[config.mk]
export PLATFORM = sky130hd
export DESIGN_NAME = uart_tx_arbiter
export DESIGN_NICKNAME = d
export VERILOG_FILES = /design/src/rtl/uart_pkg.sv /design/src/rtl/rr_picker.sv /design/src/rtl/uart_tx_arbiter.sv
export SDC_FILE = /design/constraint.sdc
export NUM_CORES = 1
export LEC_CHECK = 0
export ABC_CLOCK_PERIOD_IN_PS = 4080
export BUFFER_PORTS_ARGS = -buffer_cell sky130_fd_sc_hd__buf_2
export CAP_MARGIN = 10
export CORE_AREA = 5 5 95 97
export DETAILED_ROUTE_END_ITERATION = 12
export DIE_AREA = 0 0 100 102
export HOLD_SLACK_MARGIN = 0.1
export PLACE_DENSITY = 0.51
export SYNTH_ARGS = -nofsm -noshare
export SYNTH_HDL_FRONTEND = slang
export SYNTH_HIERARCHICAL = 1
export SYNTH_SLANG_ARGS = --single-unit
[constraint.sdc]
create_clock -name Clock -period 4.08 [get_ports Clock]
set_clock_uncertainty 0.2 [all_clocks]
set_input_delay 0.816 -clock Clock [delete_from_list [all_inputs] [get_ports Clock]]
set_output_delay 0.816 -clock Clock [all_outputs]
set_load 0.01 [all_outputs]
[src/rtl/uart_pkg.sv]
// Shared definitions for the UART transmit arbiter: FSM state encoding,
// default byte width and the round-robin wrap helper.
package uart_pkg;

    typedef enum logic [1:0] {
        IDLE = 2'd0,
        SEND = 2'd1,
        WAIT = 2'd2
    } arbState_t;

    localparam int DEFAULT_DATA_BITS = 8;

    // Index following idx in a ring of n entries.
    function automatic int unsigned nextIndex(input int unsigned idx, input int unsigned n);
        return (idx + 1 >= n) ? 0 : idx + 1;
    endfunction

endpackage

[src/rtl/rr_picker.sv]
// Combinational round-robin selector: first asserted request at or after
// Start, scanning upward and wrapping, returned as index and one-hot.
module rr_picker #(
    parameter int NUM_REQ = 4
) (
    input  logic [NUM_REQ-1:0]         Req,
    input  logic [$clog2(NUM_REQ)-1:0] Start,
    output logic                       Found,
    output logic [$clog2(NUM_REQ)-1:0] Index,
    output logic [NUM_REQ-1:0]         OneHot
);

    localparam int IW = $clog2(NUM_REQ);

    always_comb begin
        Found = 1'b0;
        Index = '0;
        for (int k = 0; k < NUM_REQ; k++) begin
            if (!Found && Req[(32'(Start) + k) % NUM_REQ]) begin
                Found = 1'b1;
                Index = IW'((32'(Start) + k) % NUM_REQ);
            end
        end
    end

    for (genvar gi = 0; gi < NUM_REQ; gi++) begin : g_onehot
        assign OneHot[gi] = Found && (Index == IW'(gi));
    end

endmodule

[src/rtl/uart_tx_arbiter.sv]
// Arbitrates NUM_REQ byte requesters onto one UART transmitter with bounded
// bursts per requester, round-robin rotation and a TxDone watchdog.
module uart_tx_arbiter
    import uart_pkg::*;
#(
    parameter int NUM_REQ        = 4,
    parameter int DATA_BITS      = DEFAULT_DATA_BITS,
    parameter int MAX_BURST      = 4,
    parameter int TIMEOUT_CYCLES = 200000
) (
    input  logic                         Clock,
    input  logic                         ResetN,
    input  logic [NUM_REQ-1:0]           Req,
    input  logic [NUM_REQ*DATA_BITS-1:0] ReqData,
    output logic [NUM_REQ-1:0]           Ack,
    output logic                         TxStart,
    output logic [DATA_BITS-1:0]         TxData,
    input  logic                         TxDone,
    output logic                         Busy,
    output logic [$clog2(NUM_REQ)-1:0]   GrantId,
    output logic                         Timeout
);

    localparam int IW = $clog2(NUM_REQ);
    localparam int BW = (MAX_BURST > 1) ? $clog2(MAX_BURST) : 1;
    localparam int TW = (TIMEOUT_CYCLES > 1) ? $clog2(TIMEOUT_CYCLES) : 1;

    arbState_t               stateReg;
    logic [BW-1:0]           burstCountReg;
    logic [TW-1:0]           timerReg;
    // Set after reset and after a timeout so the next grant must rotate.
    logic                    forceRotateReg;

    logic [DATA_BITS-1:0]    reqBytes [NUM_REQ];
    logic [IW-1:0]           startIdx;
    logic                    pickFound;
    logic [IW-1:0]           pickIndex;
    logic [NUM_REQ-1:0]      pickOneHot;
    logic                    keepNext;
    logic                    grantValid;
    logic [IW-1:0]           winnerNext;
    logic [NUM_REQ-1:0]      ackNext;

    for (genvar gi = 0; gi < NUM_REQ; gi++) begin : g_bytes
        assign reqBytes[gi] = ReqData[gi*DATA_BITS +: DATA_BITS];
    end

    assign startIdx = IW'(nextIndex(32'(GrantId), NUM_REQ));

    rr_picker #(
        .NUM_REQ (NUM_REQ)
    ) uPicker (
        .Req    (Req),
        .Start  (startIdx),
        .Found  (pickFound),
        .Index  (pickIndex),
        .OneHot (pickOneHot)
    );

    assign keepNext   = !forceRotateReg && Req[GrantId]
                        && (32'(burstCountReg) < 32'(MAX_BURST - 1));
    assign grantValid = keepNext || pickFound;
    assign winnerNext = keepNext ? GrantId : pickIndex;
    assign ackNext    = keepNext ? (NUM_REQ'(1) << GrantId) : pickOneHot;

    always_ff @(posedge Clock or negedge ResetN) begin
        if (!ResetN) begin
            stateReg       <= IDLE;
            Ack            <= '0;
            TxStart        <= 1'b0;
            TxData         <= '0;
            GrantId        <= IW'(NUM_REQ - 1);
            Busy           <= 1'b0;
            Timeout        <= 1'b0;
            burstCountReg  <= '0;
            timerReg       <= '0;
            forceRotateReg <= 1'b1;
        end else begin
            Ack     <= '0;
            TxStart <= 1'b0;
            Timeout <= 1'b0;
            case (stateReg)
                IDLE: begin
                    if (grantValid) begin
                        stateReg       <= SEND;
                        Busy           <= 1'b1;
                        TxStart        <= 1'b1;
                        Ack            <= ackNext;
                        GrantId        <= winnerNext;
                        TxData         <= reqBytes[winnerNext];
                        burstCountReg  <= keepNext ? burstCountReg + 1'b1 : '0;
                        forceRotateReg <= 1'b0;
                    end
                end
                SEND: begin
                    stateReg <= WAIT;
                    timerReg <= '0;
                end
                WAIT: begin
                    // TxDone takes priority over a coincident expiry.
                    if (TxDone) begin
                        stateReg <= IDLE;
                        Busy     <= 1'b0;
                    end else if (timerReg == TW'(TIMEOUT_CYCLES - 1)) begin
                        stateReg       <= IDLE;
                        Busy           <= 1'b0;
                        Timeout        <= 1'b1;
                        burstCountReg  <= '0;
                        forceRotateReg <= 1'b1;
                    end else begin
                        timerReg <= timerReg + 1'b1;
                    end
                end
                default: begin
                    stateReg <= IDLE;
                    Busy     <= 1'b0;
                end
            endcase
        end
    end

endmodule
-- Word-level counts from Yosys, hierarchy flattened
Index checks and enable logic that the tools add are counted.
- add/sub/neg operators: 6
- magnitude comparators: 8
- eq/ne operators: 11
- shift operators: 1
- muxes and demuxes: 50
- bitwise logic cells: 2
- reduce and logical (&&, ||, !) cells: 23
- operator list (cell ; count):
    two-way mux 18 bit ; 2
    case mux 18 bit (2 select lines) ; 1
    two-way mux 2 bit ; 12
    two-way mux 1 bit ; 20
    adder 18 x 1 -> 18 bit (second input constant) ; 1
    equality test 18 bit (second input constant) ; 1
    binary-select mux 8 bit (select 2 bit) ; 1
    two-way mux 8 bit ; 2
    less-than comparator 2 x 3 -> 1 bit (second input constant) ; 5
    two-way mux 4 bit ; 3
    binary-select mux 1 bit (select 2 bit) ; 5
    logical AND 1 bit ; 9
    inequality test 2 bit (second input constant) ; 4
    equality test 2 bit (second input constant) ; 3
    >= comparator 3 bit (second input constant) ; 2
    case mux 2 bit (3 select lines) ; 1
    AND reduction 3 bit ; 2
    adder 2 x 1 -> 2 bit (second input constant) ; 2
    adder 2 bit (second input constant) ; 2
    equality test 2 x 1 -> 1 bit (second input constant) ; 2
    zero test 1 bit ; 4
    zero test 2 bit ; 2
    case mux 2 bit (2 select lines) ; 1
    AND reduction 2 bit ; 2
    11 further kinds ; 12
- register bits: 40
- logic and storage cells: 111

-- Longest topological paths before layout
Gate-level depths: netlist of run 1.
- depth after elaboration: 20
- depth in mapped cells: 11

-- Cells and area by module
Netlist of run 1, hierarchy kept.
- modules (own cells, without submodules) (module ; times used ; cells an instance ; area an instance (um^2) ; seq. area each (um^2)):
    uart_tx_arbiter ; 1 ; 222 ; 2267.2 ; 1004.7
    rr_picker ; 1 ; 33 ; 211.5 ; 0.0

-- Worst setup path after synthesis of run 1
Ideal clock, no wire load.
- kind: reg-to-reg
- start point: reg GrantId[0]
- end point: reg TxData[0]
- data arrival time: 2.555 ns
- required time: 3.731 ns
- setup slack: 1.176 ns
- cell stages (with the launch flop): 12
- buffers on the path: 3
- period minus slack after synthesis: 2.904 ns
- path through: dfstp_2 -> buf_2 -> inv_1 -> ha_1 -> buf_6 -> mux2i_1 -> nor2_1 -> a311oi_1 -> mux2i_4 -> buf_12 -> mux2i_1 -> o221ai_1
- longest elaborated chain between the ends: 20
- RTL lines (what ; RTL line ; source):
    start: declaration ; uart_tx_arbiter.sv:20 ; output logic [$clog2(NUM_REQ)-1:0] GrantId,
    start signal: assignment ; uart_tx_arbiter.sv:72 ; GrantId <= IW'(NUM_REQ - 1);
    start signal: assignment ; uart_tx_arbiter.sv:89 ; GrantId <= winnerNext;
    adder 2 x 1 -> 3 bit (*) ; uart_pkg.sv:15 ; return (idx + 1 >= n) ? 0 : idx + 1;
    >= comparator 3 bit ; uart_pkg.sv:15 ;
    two-way mux 2 bit (*) ; uart_pkg.sv:15 ;
    named net startIdx[1] ; uart_tx_arbiter.sv:35 ; logic [IW-1:0] startIdx;
    branches (longest 11 deep; another with adder 2 x 1 -> 2 bit) ; n/a ;
    two-way mux 2 bit (*) ; rr_picker.sv:19 ; if (!Found && Req[(32'(Start) + k) % NUM_REQ]) begin
    named net pickIndex[0] ; uart_tx_arbiter.sv:37 ; logic [IW-1:0] pickIndex;
    two-way mux 2 bit (*) ; uart_tx_arbiter.sv:63 ; assign winnerNext = keepNext ? GrantId : pickIndex;
    inverter 2 -> 3 bit (not written as such) (*) ; uart_tx_arbiter.sv:90 ; TxData <= reqBytes[winnerNext];
    binary-select mux 8 bit (select 2 bit) (*) ; uart_tx_arbiter.sv:90 ;
    two-way mux 8 bit (not written as such) (*) (2 in a row) ; uart_tx_arbiter.sv:90 ;
    end signal: assignment ; uart_tx_arbiter.sv:90 ;
    end: declaration ; uart_tx_arbiter.sv:17 ; output logic [DATA_BITS-1:0] TxData,
Mark *: on every way through the listed nets, which the timed path passes. The select of a mux whose other input is x is not followed.
A chain may end at the register's enable or synchronous reset.

-- Worst setup path in the final report of run 1
- start point: reg GrantId[0]
- end point: reg TxData[2]
The elaborated chain is that of the path after synthesis.

==> results of run 1 <==
worst paths after layout:
kind                                     start             end  slack, ns  cells after the start
min in group asynchronous               ResetN     timerReg[3]       0.46                      1
max in group asynchronous               ResetN     stateReg[1]       2.64                      1
worst max register to register      GrantId[0]       TxData[2]       0.82                      8
worst min register to register  forceRotateReg  forceRotateReg       0.27                      2
worst min-delay path            forceRotateReg  forceRotateReg       0.27                      2
worst max-delay path                GrantId[0]       TxData[2]       0.82                      8
per-layer routing:
metal	share of wire, %	vias to the layer above	global-route usage (%)
met5	0	-	0
met2	45	50	19.2
li1	-	1044	-
met1	48	992	16.0
met3	7.3	2	3.41
met4	0.49	0	3.01
logic make-up (layout without fill, tap and decap cells):
group	after synthesis	count (layout)	synth area share [%]
adder cells (fa/ha/maj)	6	6	3.03
AND/OR/NAND/NOR	86	86	18.8
flip-flops	40	40	40.5
AO/OA/AOI/OAI	68	68	19.5
multiplexers	25	25	10.6
XOR/XNOR	2	2	0.707
buffers and inverters	28	79	6.81
flip-flops by register name, summed over array words and instances (netlist names):
name            flops
Ack                 4
TxData              8
timerReg           18
TxStart             1
Busy                1
GrantId             2
Timeout             1
stateReg            2
burstCountReg       2
forceRotateReg      1
power groups by stage:
| stage | combinational (mW) | clock [mW] | sequential [mW] |
|---|---|---|---|
| 5_1_grt | 1.05 | 0.363 | 0.608 |
| 6_report | 0.935 | 0.332 | 0.591 |
| 3_5_place_dp | 0.950 | 0 | 0.601 |
| 2_1_floorplan | 0.762 | 0 | 0.613 |
| 3_3_place_gp | 0.941 | 0 | 0.605 |
| 4_1_cts | 0.950 | 0.348 | 0.594 |
synth_stat cells (all sizes together):
cell type	n	share of area (%)
a22o	1	0.35
o2bb2a	1	0.40
or3b	1	0.35
o211ai	1	0.30
nor4b	1	0.35
o21ai	15	3.0
and2b	2	0.66
clkbuf	4	0.66
a31o	1	0.35
or2	1	0.25
o221a	2	0.91
a21boi	1	0.30
mux2i	25	11
nor2	17	2.6
and2	3	0.76
nor4	1	0.25
xnor2	2	0.71
o22a	1	0.71
o2bb2ai	1	0.35
ha	6	3.0
and3	2	0.50
nor2b	2	0.50
nand3	8	1.6
or3	6	1.5
o21bai	1	0.30
a21oi	20	4.0
inv	14	2.1
dfrtp	37	37
nand2b	5	1.3
a211oi	1	0.30
nand4	6	1.5
o311ai	2	0.71
a311oi	1	0.35
a2111o	1	0.45
o31ai	6	1.8
nand3b	1	0.30
clkinv	1	0.35
buf	9	3.7
or4	6	1.8
nand2	21	3.4
a211o	1	0.35
and4	3	1.2
o41ai	3	1.7
o221ai	8	2.8
dfstp	3	3.2
placed cells by master, fill, tap and decap left out, types with 3 or more instances in the layout:
| master | instances |
|---|---|
| o21ai_0 | 13 |
| nand2b_1 | 5 |
| o221ai_1 | 8 |
| dfstp_2 | 3 |
| clkbuf_8 | 5 |
| or3_1 | 6 |
| nand3_1 | 8 |
| nand4_1 | 6 |
| and2_1 | 3 |
| mux2i_1 | 24 |
| nor2_1 | 17 |
| ha_1 | 6 |
| dfrtp_1 | 37 |
| or4_1 | 6 |
| nand2_1 | 19 |
| o31ai_1 | 6 |
| buf_2 | 55 |
| a21oi_1 | 20 |
| inv_1 | 13 |
area by class of cell:
type / instances / area (sq um) / share of cell area (%)
inverter: 15 / 61.3 / 2.12
multi-input combinational: 187 / 1310 / 45.1
tap: 105 / 131 / 4.54
clock buffer: 5 / 68.8 / 2.38
sequential: 40 / 1000 / 34.7
timing repair buffer: 56 / 283 / 9.76
clock inverter: 3 / 42.5 / 1.47
worst max-delay path, stage by stage (launching register included):
cell,delay (ns)
dfstp_2,0.66
inv_1,0.11
ha_1,0.51
mux2i_1,0.23
nor2_1,0.06
a311oi_1,0.58
mux2i_4,0.38
mux2i_1,0.24
o221ai_1,0.14
==> flow_summary.toml, run 1 <==
[final_layout]
fin_util_pct = 36.0
final_area_sq_mm = 0.00290
drive_gt1_share_pct = 26.1
final_cells = 411
n_fill_cell = 822
layout.nets = 350
diodes = 0
area_delta_synth_final_pct = 16.9

[die]
initial_core_util_pct = 30.8
die_w_um = 100
coreArea_sq_mm = 0.00805
dieArea_sq_mm = 0.0102
dieHeight_um = 102
rows = 33
io_pins = 56

[power]
switching_power_mw = 0.771
power_per_cell_area_mw_per_mm2 = 642
p_int_mw = 1.09
pwr-share-clk_pct = 17.9
p_leak_nw = 1.37
combPwrFrac_pct = 50.3
swShare_pct = 41.5
seqPwrFrac_pct = 31.8
total_power_mw = 1.86
ir_worst_vdd_mv = 0.204

[clock_network]
cts_buffers = 5
cts_hold_buf = 0
cts_tree = "done"
cts_buffer_depth = 2
cts.clk_slew.worst_paths_ns = 0.09
clk_latency_ns = 0.29
root_buffer = "clkbuf_8"
clkSinkCount = 40
cts-resized-gates = 0
post_cts_buffers = 0
h-tree-depth = 2

[placed_design]
place_congestion = 0.750
hpwl_um = 4130
io_buffers = 55
placed_area_sq_mm = 0.00279
place_inst = 403
pre_cts_slack_ns = 0.815

[critical_path]
start_kind = "flip-flop"
crit_type = "flip-flop to flip-flop"
critPathMaxFanout = 16
critPathArrivalTime_ns = 3.21
crit_path_end_kind = "flip-flop"
critPathRequiredTime_ns = 4.02

[sta]
worst_hold_slack_ns = 0.274
min_period_ns = 3.26
drv_slew = 0
fin_ws_ns = 0.816
max_clock_freq_ghz = 0.306
fin_tns_setup_ns = 0
hold_violations = 0
worst_pin_slew_ns = 0.934
fin_crit_sh_pct = 80.0
rsz0062_at_grt = "no"
relSlewSlack_pct = 37.7
setup_viol = 0

[detailed_routing]
dr.first_iter.drc_count = 46
dr.pass1.iters = 4
avgViaCountPerCell = 5.08
dr_total_vias = 2088
drc = 0
wirelength_um = 5860
route.detailed.wl_per_inst_um = 14.3
final_antenna_net_count = 0

[logic_synthesis]
ys_seq_area_share_pct = 40.5
yosys_warnings = 6
synth_fp_nets = 300
synth.distinct_cells = 55
syn_area_per_cell_sq_um = 9.72
netlist_instances = 255
ys_ff_latch = 40
synth_area_sq_mm = 0.00248

[grt]
grt_pass1_vias = 2039
grt_use_total_pct = 11.9
grt_overflow = 0
grt_max_degree = 41
grt_pass1_wl_um = 9940
antenna_found_initial = 0

[status]
status = "finished clean"

[flow_run]
drv_cap = 0

[min_path]
hp-class = "flip-flop to flip-flop"
(Power assumes the default switching activity.)
==> run 2: changes to the inputs <==
--- a/config.mk
+++ b/config.mk
@@ -5,14 +5,14 @@
 export SDC_FILE = /design/constraint.sdc
 export NUM_CORES = 1
 export LEC_CHECK = 0
-export ABC_CLOCK_PERIOD_IN_PS = 4080
+export ABC_CLOCK_PERIOD_IN_PS = 2800
 export BUFFER_PORTS_ARGS = -buffer_cell sky130_fd_sc_hd__buf_2
 export CAP_MARGIN = 10
 export CORE_AREA = 5 5 95 97
 export DETAILED_ROUTE_END_ITERATION = 12
 export DIE_AREA = 0 0 100 102
 export HOLD_SLACK_MARGIN = 0.1
-export PLACE_DENSITY = 0.51
+export PLACE_DENSITY = 0.52
 export SYNTH_ARGS = -nofsm -noshare
 export SYNTH_HDL_FRONTEND = slang
 export SYNTH_HIERARCHICAL = 1
==> constraint.sdc (replaced) <==
create_clock -name Clock -period 2.8 [get_ports Clock]
set_clock_uncertainty 0.2 [all_clocks]
set_input_delay 0.56 -clock Clock [delete_from_list [all_inputs] [get_ports Clock]]
set_output_delay 0.56 -clock Clock [all_outputs]
set_load 0.01 [all_outputs]
==> flow_summary.toml, run 2 (synthesis gave the netlist of run 1 again) <==
[detailed_routing]
avgViaCountPerCell = 5.20
route.detailed.wl_per_inst_um = 14.5
drc = 0
dr_total_vias = 2185
wirelength_um = 6070
final_antenna_net_count = 0
dr.pass1.iters = 4
dr.first_iter.drc_count = 35

[clock_network]
cts_buffers = 5
cts_hold_buf = 0
root_buffer = "clkbuf_8"
clk_latency_ns = 0.30
cts_buffer_depth = 2
h-tree-depth = 2
cts_tree = "done"
clkSinkCount = 40
cts.clk_slew.worst_paths_ns = 0.08

[die]
die_w_um = 100
coreArea_sq_mm = 0.00805
dieArea_sq_mm = 0.0102
dieHeight_um = 102
rows = 33
initial_core_util_pct = 30.8
io_pins = 56

[final_layout]
diodes = 0
largest_registers = "timerReg x18, TxData x8, Ack x4"
drive_gt1_share_pct = 28.6
n_fill_cell = 828
final_cells = 420
layout.nets = 359
top_register = "timerReg"
final_common_cell = "buf_2"
area_delta_synth_final_pct = 20.3
final_cell_mix = "buf_2, dfrtp_1, mux2i_1, a21oi_1, nand2_1"
largest_reg_flops = 18

[sta]
max_clock_freq_ghz = 0.385
worst_hold_slack_ns = 0.195
setup_viol = 0
fin_tns_setup_ns = 0
min_period_ns = 2.60
worst_pin_slew_ns = 0.926
drv_slew = 0
fin_crit_sh_pct = 92.8
relSlewSlack_pct = 38.3
rsz0062_at_grt = "no"
hold_violations = 0

[power]
power_per_cell_area_mw_per_mm2 = 965
ir_worst_vdd_mv = 0.302
total_power_mw = 2.88
p_leak_nw = 1.42

[grt]
antenna_found_initial = 0
grt_pass1_vias = 2079
grt_overflow = 0
grt_max_degree = 41
grt_use_total_pct = 11.9
grt_pass1_wl_um = 9780

[critical_path]
critPathMaxFanout = 10
crit_path_end_kind = "flip-flop"
crit_type = "flip-flop to flip-flop"
crit_path_frequent_cell = "buf_4"
path_buf_inv = 3
crit_slowest_cell = "dfrtp_1"
critPathArrivalTime_ns = 2.63
start_kind = "flip-flop"
cp_slowest_stage_delay_ns = 0.42
crit_chain = "ha_1, or3b_1, o22a_4, buf_4, a211o_1, buf_4, clkinv_4, a21oi_1, a31o_1"
critPathTopFamily = "compound AO/OA/AOI/OAI gates"
critPathRequiredTime_ns = 2.83

[status]
status = "finished clean"

[placed_design]
place_congestion = 0.818
io_buffers = 55
place_inst = 410
hpwl_um = 4440

[min_path]
hp-class = "primary input to async pin"

[flow_run]
drv_cap = 0
==> run 2: cell types whose count changed in the layout (fill, tap and decap cells not counted), sizes merged <==
cell      before  now
clkbuf         5    6
clkinvlp       1    0
buf           56   65
==> run 2: stage by stage <==
step	utilization (%)	setup WS, ns	cell area (sq um)
floorplan	-	0.00923	2480
global placement	35.3	0.128	2840
detailed placement	35.3	0.0351	2840
CTS	36.7	0.0288	2950
global route	37.0	0.0321	2980
finish	37.0	0.201	2980
==> run 2: path summary, 6_finish.rpt <==
path                                  start             end  slack (ns)  cells past startpoint
setup / recovery           burstCountReg[0]      GrantId[0]        0.20                      9
hold / removal                       ResetN     timerReg[0]        0.19                      1
setup reg to reg           burstCountReg[0]      GrantId[0]        0.20                      9
hold reg to reg              forceRotateReg  forceRotateReg        0.27                      2
max in group asynchronous            ResetN    timerReg[13]        1.62                      1
min in group Clock           forceRotateReg  forceRotateReg        0.27                      2
==> run 2: worst register-to-register path: stages (launching register included) <==
cell and delay, ns:
dfrtp_1 0.42, ha_1 0.21, or3b_1 0.41, o22a_4 0.26
buf_4 0.19, a211o_1 0.32, buf_4 0.19, clkinv_4 0.07
a21oi_1 0.07, a31o_1 0.20
==> run 2: layout make-up <==
class                      instances  area [sq um]  share of cell area [%]
clock buffer                       6          72.6                    2.43
multi-input combinational        187          1310                    44.1
timing repair buffer              65           363                    12.2
sequential                        40          1000                    33.7
tap                              105           131                    4.41
clock inverter                     2          35.0                    1.17
inverter                          15          61.3                    2.06
==> run 2: power by group <==
group | switching (mW) | total, mW | internal, mW
registers | 0.0970 | 0.838 | 0.741
clock network | 0.210 | 0.475 | 0.265
logic | 0.848 | 1.57 | 0.717
total | 1.16 | 2.88 | 1.72
==> run 2: per-layer routing <==
metal  global-route usage, %  vias to the layer above  part of all wire (%)
met1                    14.8                     1068                    44
met3                    3.07                        4                   5.5
li1                        -                     1069                     -
met4                    3.42                        0                  0.84
met2                    20.4                       44                    50
met5                       0                        -                     0
==> run 2: repair_timing <==
| action | in CTS | in global routing |
|---|---|---|
| buffers inserted | 0 | 2 |
| gates resized for setup | 0 | 1 |
| setup endpoints to repair | 0 | 8 |
